**config.mk**
```make
export PLATFORM = sky130hd
export DESIGN_NAME = nf1g_input_arbiter
export DESIGN_NICKNAME = d
export VERILOG_FILES = /design/src/rtl/nf1g_input_arbiter.sv
export SDC_FILE = /design/constraint.sdc
export NUM_CORES = 1
export LEC_CHECK = 0
export CAP_MARGIN = 20
export CORE_AREA = 2 2 398 400
export DETAILED_ROUTE_END_ITERATION = 8
export DIE_AREA = 0 0 400 402
export HOLD_SLACK_MARGIN = 0.02
export SYNTH_ARGS = -nofsm -noshare
export SYNTH_HDL_FRONTEND = slang
export SYNTH_SLANG_ARGS = --single-unit
```
**constraint.sdc**
```tcl
create_clock -name clk -period 2.2 [get_ports clk]
set_input_delay 0.44 -clock clk [delete_from_list [all_inputs] [get_ports clk]]
set_output_delay 0.44 -clock clk [all_outputs]
set_load 0.01 [all_outputs]
```
**src/rtl/nf1g_input_arbiter.sv**
```systemverilog
// Packet round-robin merge of four AXI4-Stream ingress ports; define NF1G_ARB_STRICT_PRIO_EN for fixed priority (port 0 highest).
// Latency: 0-cycle combinational data path while granted; one idle arbitration cycle precedes every packet.
// Backpressure: m_axis_tready is forwarded only to the granted port; all other ports see tready low.
module nf1g_input_arbiter #(
    parameter int C_DATA_WIDTH  = 64,
    parameter int C_TUSER_WIDTH = 128
) (
    input  logic                        clk,
    input  logic                        reset,

    input  logic [C_DATA_WIDTH-1:0]     s_axis_0_tdata,
    input  logic [C_DATA_WIDTH/8-1:0]   s_axis_0_tkeep,
    input  logic [C_TUSER_WIDTH-1:0]    s_axis_0_tuser,
    input  logic                        s_axis_0_tvalid,
    input  logic                        s_axis_0_tlast,
    output logic                        s_axis_0_tready,

    input  logic [C_DATA_WIDTH-1:0]     s_axis_1_tdata,
    input  logic [C_DATA_WIDTH/8-1:0]   s_axis_1_tkeep,
    input  logic [C_TUSER_WIDTH-1:0]    s_axis_1_tuser,
    input  logic                        s_axis_1_tvalid,
    input  logic                        s_axis_1_tlast,
    output logic                        s_axis_1_tready,

    input  logic [C_DATA_WIDTH-1:0]     s_axis_2_tdata,
    input  logic [C_DATA_WIDTH/8-1:0]   s_axis_2_tkeep,
    input  logic [C_TUSER_WIDTH-1:0]    s_axis_2_tuser,
    input  logic                        s_axis_2_tvalid,
    input  logic                        s_axis_2_tlast,
    output logic                        s_axis_2_tready,

    input  logic [C_DATA_WIDTH-1:0]     s_axis_3_tdata,
    input  logic [C_DATA_WIDTH/8-1:0]   s_axis_3_tkeep,
    input  logic [C_TUSER_WIDTH-1:0]    s_axis_3_tuser,
    input  logic                        s_axis_3_tvalid,
    input  logic                        s_axis_3_tlast,
    output logic                        s_axis_3_tready,

    output logic [C_DATA_WIDTH-1:0]     m_axis_tdata,
    output logic [C_DATA_WIDTH/8-1:0]   m_axis_tkeep,
    output logic [C_TUSER_WIDTH-1:0]    m_axis_tuser,
    output logic                        m_axis_tlast,
    output logic                        m_axis_tvalid,
    input  logic                        m_axis_tready,

    output logic [3:0]                  arb_grant,
    output logic                        arb_busy
);

    typedef struct packed {
        logic [C_DATA_WIDTH-1:0]   tdata;
        logic [C_DATA_WIDTH/8-1:0] tkeep;
        logic [C_TUSER_WIDTH-1:0]  tuser;
        logic                      tlast;
    } beat_t;

    typedef enum logic {
        IDLE = 1'b0,
        PKT  = 1'b1
    } state_t;

    beat_t      in_beat [4];
    beat_t      out_beat;
    logic [3:0] in_vld;
    logic [3:0] in_rdy;

    state_t     state, state_nxt;
    logic [1:0] grant_idx, grant_idx_nxt;
    logic [1:0] last_idx, last_idx_nxt;
    logic [1:0] pick_idx;
    logic       pick_vld;

    assign in_beat[0] = {s_axis_0_tdata, s_axis_0_tkeep, s_axis_0_tuser, s_axis_0_tlast};
    assign in_beat[1] = {s_axis_1_tdata, s_axis_1_tkeep, s_axis_1_tuser, s_axis_1_tlast};
    assign in_beat[2] = {s_axis_2_tdata, s_axis_2_tkeep, s_axis_2_tuser, s_axis_2_tlast};
    assign in_beat[3] = {s_axis_3_tdata, s_axis_3_tkeep, s_axis_3_tuser, s_axis_3_tlast};
    assign in_vld     = {s_axis_3_tvalid, s_axis_2_tvalid, s_axis_1_tvalid, s_axis_0_tvalid};

    assign {m_axis_tdata, m_axis_tkeep, m_axis_tuser, m_axis_tlast} = out_beat;
    assign s_axis_0_tready = in_rdy[0];
    assign s_axis_1_tready = in_rdy[1];
    assign s_axis_2_tready = in_rdy[2];
    assign s_axis_3_tready = in_rdy[3];

`ifdef NF1G_ARB_STRICT_PRIO_EN
    always_comb begin
        pick_vld = |in_vld;
        pick_idx = '0;
        for (int i = 3; i >= 0; i--) begin
            if (in_vld[i]) pick_idx = 2'(i);
        end
    end
`else
    logic [1:0] cand_idx;

    // Walk from lowest to highest priority so the port just after last_idx wins.
    always_comb begin
        pick_vld = |in_vld;
        pick_idx = '0;
        cand_idx = '0;
        for (int i = 4; i >= 1; i--) begin
            cand_idx = last_idx + 2'(i);
            if (in_vld[cand_idx]) pick_idx = cand_idx;
        end
    end
`endif

    always_comb begin
        out_beat      = '0;
        m_axis_tvalid = 1'b0;
        in_rdy        = '0;
        arb_grant     = '0;
        arb_busy      = 1'b0;
        if (state == PKT) begin
            out_beat            = in_beat[grant_idx];
            m_axis_tvalid       = in_vld[grant_idx];
            in_rdy[grant_idx]   = m_axis_tready;
            arb_grant[grant_idx] = 1'b1;
            arb_busy            = 1'b1;
        end
    end

    always_comb begin
        state_nxt     = state;
        grant_idx_nxt = grant_idx;
        last_idx_nxt  = last_idx;
        case (state)
            IDLE: begin
                if (pick_vld) begin
                    grant_idx_nxt = pick_idx;
                    state_nxt     = PKT;
                end
            end
            PKT: begin
                if (m_axis_tvalid && m_axis_tready && m_axis_tlast) begin
                    last_idx_nxt = grant_idx;
                    state_nxt    = IDLE;
                end
            end
            default: state_nxt = IDLE;
        endcase
    end

    // last_idx resets to 3 so the first search starts at port 0.
    always_ff @(posedge clk) begin
        if (reset) begin
            state     <= IDLE;
            grant_idx <= 2'd0;
            last_idx  <= 2'd3;
        end else begin
            state     <= state_nxt;
            grant_idx <= grant_idx_nxt;
            last_idx  <= last_idx_nxt;
        end
    end

endmodule

```
==> impl_results.md, run 1 <==
- Mean Syn Cell Area: around 13 µm²
- Most common cell after layout, fill and taps aside: clkdlybuf4s50_1
- CP Cell Sequence: buf_12 -> buf_16 -> buf_12 -> buf_12 -> mux4_2 -> and2_4 -> buf_6
- Fin crit share: 118%
- RR Endpoint: last_idx[0]$_SDFFE_PP1P_
- CTS tree: built
- Number of port buffers: 1,021
- Arrival time worst endpoint: approximately 2.2 ns
- Max_cap viols: 0
- Via density: ~3.4
- Worst hold path depth: 2
- Reg2reg setup slack: between 0.15 and 0.2 ns
- Total GRT Usage: between 10% and 20%
- Post-DP HPWL: approximately 150 mm
- Status: complete, but fails checks
- Sequential cell area fraction in the yosys report: under 10%
- Reg2Reg Depth: 9
- Post-synthesis cell count: 524
- Cts hold-fix bufs: 0
- Initial antenna violation count: 349
- Pins Over Slew Limit: 0
- FMAX: slightly below 400 MHz
- Number of remaining DRC errors: 0
- Worst hold start: last_idx[0]$_SDFFE_PP1P_
- Worst slew margin: between 70% and 80%
- Largest net degree at the start of global routing: 42
- Post-layout minimum cycle time: 2.60 ns
- Share of cells above drive strength 1: a little under half
- #FFs+latches synth: 5
- Worst Setup End Kind: output port
- Worst hold endpoint: last_idx[0]$_SDFFE_PP1P_
- Final Hold Vio Count: 0
- 1st-pass router iterations: 8
- Vias in the first global route: 12,000
- Skew final: ~0.000081 ns
- CP max-delay cell: mux4_2
- CP max FO: 8
- H-tree lvl count: 1
- Std cell rows: 146
- Clk_lat worst skew: between 0.2 and 0.25 ns
- Die Height: 402 µm
- Leakage power: 7.95 nW
- Post-DRT Antenna Nets: 1
- Starting density of the core: 4.27%
- Post-synth top area share: about two thirds
- Die area: between 150,000 and 200,000 µm²
- Clock root cell: clkbuf_16
- WP data required: 1.76 ns
- Most frequent cells in the layout: clkdlybuf4s50_1, buf_6, mux4_2
- DRT Wirelength: between 150 and 200 mm
- Yosys top cell by area: mux4_2
- Hold Path Class: flip-flop to flip-flop
- Die W: ~400 µm
- Cell variety after synth: 28
- Top cells by area, synth: mux4_2, and2_1, buf_12
- Power per Cell Area: between 200 and 300 nW/µm²
- Gpl congestion: 1.15
- Syn nets: 1,335
- First-pass GRT wire length: 190 mm
- Setup CP Type: flip-flop to output port
- Most used cell, CP: buf_12
- Iteration-0 DRC Markers: ~1,400
- Via Count: approximately 13,000
- Yosys warns: 0
- Max stage delay on crit path: roughly 0.63 ns
- CTS Buffer Depth: 2
- Final net count: between 2,000 and 2,500
- Failing checks: antenna violations, negative setup slack
- Io pins: 1,022
- Final design utilization: 14.3%
- Pwr Total: between 6 and 7 mW
- GR Overflow Total: 0
- CP Launch Type: flip-flop
- Clk sinks: 5
- Final setup vio count: 202
- Clk pin slew, worst setup/hold paths: roughly 0.03 ns
- Final Worst Setup Slack: -0.401 ns
- Cell Area, Synth: 6710 µm²
- RSZ-0062 raised after global routing: yes
- WL per Instance: approximately 43 µm
- Area Growth Syn to Fin: 234%
- Origin of the critical flop-to-flop path: grant_idx[0]$_SDFFE_PP0P_
- Number of buffers created by CTS: 3
- Final hold slack: 0.602 ns
- Peak supply drop: ~0.18 mV
- Worst-margin pin slew: 0.374 ns
- Core Box Area: 157,000 µm²
registers in the layout, indices dropped and copies added, names as in the netlist:
register,flops
grant_idx,2
last_idx,2
state,1
routing by layer:
metal / global-route usage [%] / routed length, µm / part of all wire [%] / vias up
li1: - / - / - / 4571
met4: 5.69 / 8720 / 5.3 / 122
met5: 0 / 821 / 0.50 / -
met3: 11.9 / 23500 / 14 / 712
met2: 34.8 / 80400 / 49 / 1540
met1: 18.8 / 51700 / 31 / 6230
through the flow:
stage	setup TNS [ns]	instances	instance area (µm²)	setup slack, ns
after global placement	-63.02	3624	19600	-0.561
after CTS	-45.11	3733	21600	-0.395
after global routing	-46.87	3780	22300	-0.397
after detailed placement	-65.20	3624	19600	-0.561
final	-39.21	3836	22400	-0.401
after floorplan	0	524	6710	0.340
power breakdown:
part	leakage [nW]	switching, mW	internal, mW
sequential	0.0430	0.0108	0.0987
combinational	7.86	2.32	3.95
clock	0.0387	0.0651	0.241
total	7.95	2.39	4.29
what timing repair did:
item | in CTS | in global routing
setup endpoints to repair | 209 | 204
endpoints found under the hold margin | 0 | 0
pin swaps | 87 | 30
gates cloned | 7 | 1
resized for setup | 841 | 253
buffers inserted | 102 | 45
cells by family (layout without fill, tap and decap cells):
| family | count (synthesis) | in the layout | synth area share, % |
|---|---|---|---|
| other cells | 0 | 83 | 0 |
| buf+inv | 75 | 1232 | 8.54 |
| mux | 206 | 206 | 68.2 |
| compound gates | 14 | 14 | 1.36 |
| simple gates | 224 | 224 | 20.4 |
| flops | 5 | 5 | 1.49 |
critical path, delay by kind of cell (launching register included):
family,cells,cell delay [ns]
buffers and inverters,5,0.71
flip-flops,1,0.36
multiplexers,1,0.63
AND/OR/NAND/NOR,1,0.19
worst max-delay path by stage:
stage                                    startpoint          endpoint  cells after the start
after global routing      grant_idx[0]$_SDFFE_PP0P_  m_axis_tuser[40]                      7
after detailed placement  grant_idx[0]$_SDFFE_PP0P_  m_axis_tuser[62]                      5
final                     grant_idx[0]$_SDFFE_PP0P_  m_axis_tuser[33]                      7
after CTS                 grant_idx[0]$_SDFFE_PP0P_  m_axis_tuser[40]                      7
after floorplan           grant_idx[0]$_SDFFE_PP0P_   m_axis_tdata[0]                      5
after global placement    grant_idx[0]$_SDFFE_PP0P_  m_axis_tuser[62]                      5
cell usage after synthesis:
cell type,number
and2_1,201
mux4_2,201
buf_2,24
clkbuf_1,24
buf_12,11
buf_6,10
nor2_1,7
nand2_1,6
a21oi_1,5
dfxtp_1,5
inv_1,4
mux2i_1,4
nor3b_1,3
and3_1,2
buf_4,2
nor3_1,2
o21ai_0,2
a211o_1,1
a21o_1,1
a2bb2oi_1,1
a31oi_1,1
mux2_2,1
nand2b_1,1
nand3b_1,1
nor2b_1,1
o211a_1,1
o22ai_1,1
o31a_1,1
layout make-up:
type                    instances  area [µm²]
diodes                         83         208
inverters                       4        18.8
clock buffers                   4        78.8
repair buffers               1224       12900
multi-input cells             444        6500
flip-flops and latches          5         111
well taps                    2072        2590
fillers                     17700      135000
Power figures use the tool's default switching activity.
==> run 2, diff against run 1 <==
--- a/config.mk
+++ b/config.mk
@@ -10,6 +10,7 @@
 export DETAILED_ROUTE_END_ITERATION = 8
 export DIE_AREA = 0 0 400 402
 export HOLD_SLACK_MARGIN = 0.02
+export MAX_ROUTING_LAYER = met4
 export SYNTH_ARGS = -nofsm -noshare
 export SYNTH_HDL_FRONTEND = slang
 export SYNTH_SLANG_ARGS = --single-unit
==> impl_results.md, run 2 (synthesis results as in run 1) <==
- 1st-pass router iterations: 5
- Worst Setup End Kind: output port
- Worst-margin pin slew: roughly 0.36 ns
- First-pass GRT wire length: between 150 and 200 mm
- Die area: approximately 160,000 µm²
- Clock root cell: clkbuf_16
- Worst slew margin: roughly three quarters
- Vias in the first global route: between 10,000 and 15,000
- Starting density of the core: between 4 and 5%
- Int Pwr: 4.42 mW
- Placed Area: 19,600 µm²
- WP buf/inv: 5
- Cts hold-fix bufs: 0
- H-tree lvl count: 1
- Area Growth Syn to Fin: 242%
- Setup CP Type: flip-flop to output port
- Share of cells above drive strength 1: 48.3%
- Total GRT Usage: between 20 and 25%
- CP Cell Sequence: buf_12 -> buf_16 -> buf_16 -> buf_12 -> mux4_2 -> and2_4 -> buf_6
- Largest net degree at the start of global routing: between 40 and 50
- Gpl congestion: 1.18
- GR Overflow Total: 0
- Clk sinks: 5
- Skew final: 0.00232 ns
- Power per Cell Area: 298 nW/µm²
- Die Height: roughly 400 µm
- Number of remaining DRC errors: 0
- Clk_lat worst skew: about 0.23 ns
- Fin crit share: 117%
- Post-layout minimum cycle time: between 2 and 3 ns
- Sw frac: 35.4%
- Post-DP HPWL: 153 mm
- Initial antenna violation count: 350
- Iteration-0 DRC Markers: 1,449
- WP data required: approximately 1.8 ns
- Status: complete, but fails checks
- Final net count: between 2,000 and 3,000
- Switch Pwr: roughly 2.4 mW
- Final Hold Vio Count: 0
- CTS tree: built
- Die W: about 400 µm
- CP Launch Type: flip-flop
- Clock share of power: under 10%
- Clk pin slew, worst setup/hold paths: 0.03 ns
- Leakage power: about 8 nW
- Place WS: -0.564 ns
- Most frequent cells in the layout: clkdlybuf4s50_1, buf_6, mux4_2
- Peak supply drop: roughly 0.14 mV
- Comb power frac: 93.9%
- Pins Over Slew Limit: 0
- Top Family by Delay on Critical Path: buffers and inverters
- Final Worst Setup Slack: -0.378 ns
- Via Count: about 13,000
- CP max FO: 6
- CTS Buffer Depth: 2
- Number of port buffers: about 1,000
- Final setup vio count: 201
- Core Box Area: between 150,000 and 200,000 µm²
- Io pins: between 1,000 and 1,500
- DRT Wirelength: 166 mm
- CP max-delay cell: mux4_2
- Arrival time worst endpoint: roughly 2.1 ns
- Max_cap viols: 0
- Max stage delay on crit path: roughly 0.57 ns
- Post-DRT Antenna Nets: 0
- Via density: between 3 and 4
- Std cell rows: 146
- Failing checks: negative setup slack
- Hold Path Class: flip-flop to flip-flop
- RSZ-0062 raised after global routing: yes
- Final design utilization: about 15%
- Largest regs: grant_idx: 2 flops, last_idx: 2 flops, state: 1 flops
- Most common cell after layout, fill and taps aside: clkdlybuf4s50_1
- Final Instance Area: around 23,000 µm²
- Flop pwr share: 1.6%
- FMAX: 388 MHz
- Number of buffers created by CTS: 3
- WL per Instance: around 42 µm
- Fillers: around 18,000
run 2: cell types whose count changed in the layout (fill, tap and decap cells not counted), sizes merged:
| cell | before | now |
|---|---|---|
| diode | 83 | 145 |
| clkbuf | 10 | 26 |
| buf | 403 | 393 |
| dlygate4sd2 | 4 | 7 |
| bufbuf | 0 | 2 |
| clkdlybuf4s15 | 2 | 0 |
| clkdlybuf4s50 | 809 | 807 |
run 2: per-stage QoR:
step	setup TNS [ns]	cells	hold slack (ns)	power, mW
2_1_floorplan	0	524	0.509	1.95
3_3_place_gp	-63.56	3624	0.535	5.13
3_5_place_dp	-64.91	3624	0.572	5.15
4_1_cts	-47.37	3732	0.585	6.43
5_1_grt	-51.40	3881	0.635	7.14
6_report	-42.78	3905	0.584	6.84
run 2: layer usage:
| metal | vias to the layer above | part of all wire, % | global-route usage (%) |
|---|---|---|---|
| met5 | - | 0 | - |
| met4 | 0 | 3.8 | 5.27 |
| met3 | 558 | 15 | 12.3 |
| met2 | 1431 | 50 | 35.1 |
| met1 | 6270 | 31 | 18.6 |
| li1 | 4687 | - | - |
run 2: worst register-to-register path: cells and delay by family (launching register included):
kind                   cells  cell delay (ns)
buffers and inverters      6             0.76
muxes                      2             0.70
DFF                        1             0.38
and+or+nand+nor            1             0.13
run 2: final cells by class:
class / instances / area [µm²] / area share [%]
Sequential cell: 5 / 111 / 0.486
Antenna cell: 145 / 363 / 1.58
Timing Repair Buffer: 1231 / 13200 / 57.8
Multi-Input combinational cell: 444 / 6520 / 28.4
Clock buffer: 4 / 78.8 / 0.344
Inverter: 4 / 18.8 / 0.0818
Tap cell: 2072 / 2590 / 11.3
run 2: worst paths after layout:
path                        startpoint                        to  slack (ns)  cells past startpoint
max          grant_idx[0]$_SDFFE_PP0P_          m_axis_tuser[38]       -0.38                      7
min           last_idx[0]$_SDFFE_PP1P_  last_idx[0]$_SDFFE_PP1P_        0.58                      2
max reg2reg  grant_idx[0]$_SDFFE_PP0P_  last_idx[1]$_SDFFE_PP1P_        0.17                      9
min reg2reg   last_idx[0]$_SDFFE_PP1P_  last_idx[0]$_SDFFE_PP1P_        0.58                      2
run 2: what timing repair did:
action	in CTS	in global routing
pin swaps	73	62
gates cloned	8	5
endpoints found under the setup margin	209	205
resized for setup	795	333
buffers inserted	99	53
run 2: power by group through the flow:
stage	logic (mW)	registers (mW)	clock network, mW
2_1_floorplan	1.84	0.105	0
3_3_place_gp	4.99	0.142	0
3_5_place_dp	5.00	0.143	0
4_1_cts	6.01	0.109	0.305
5_1_grt	6.72	0.112	0.309
6_report	6.42	0.111	0.304
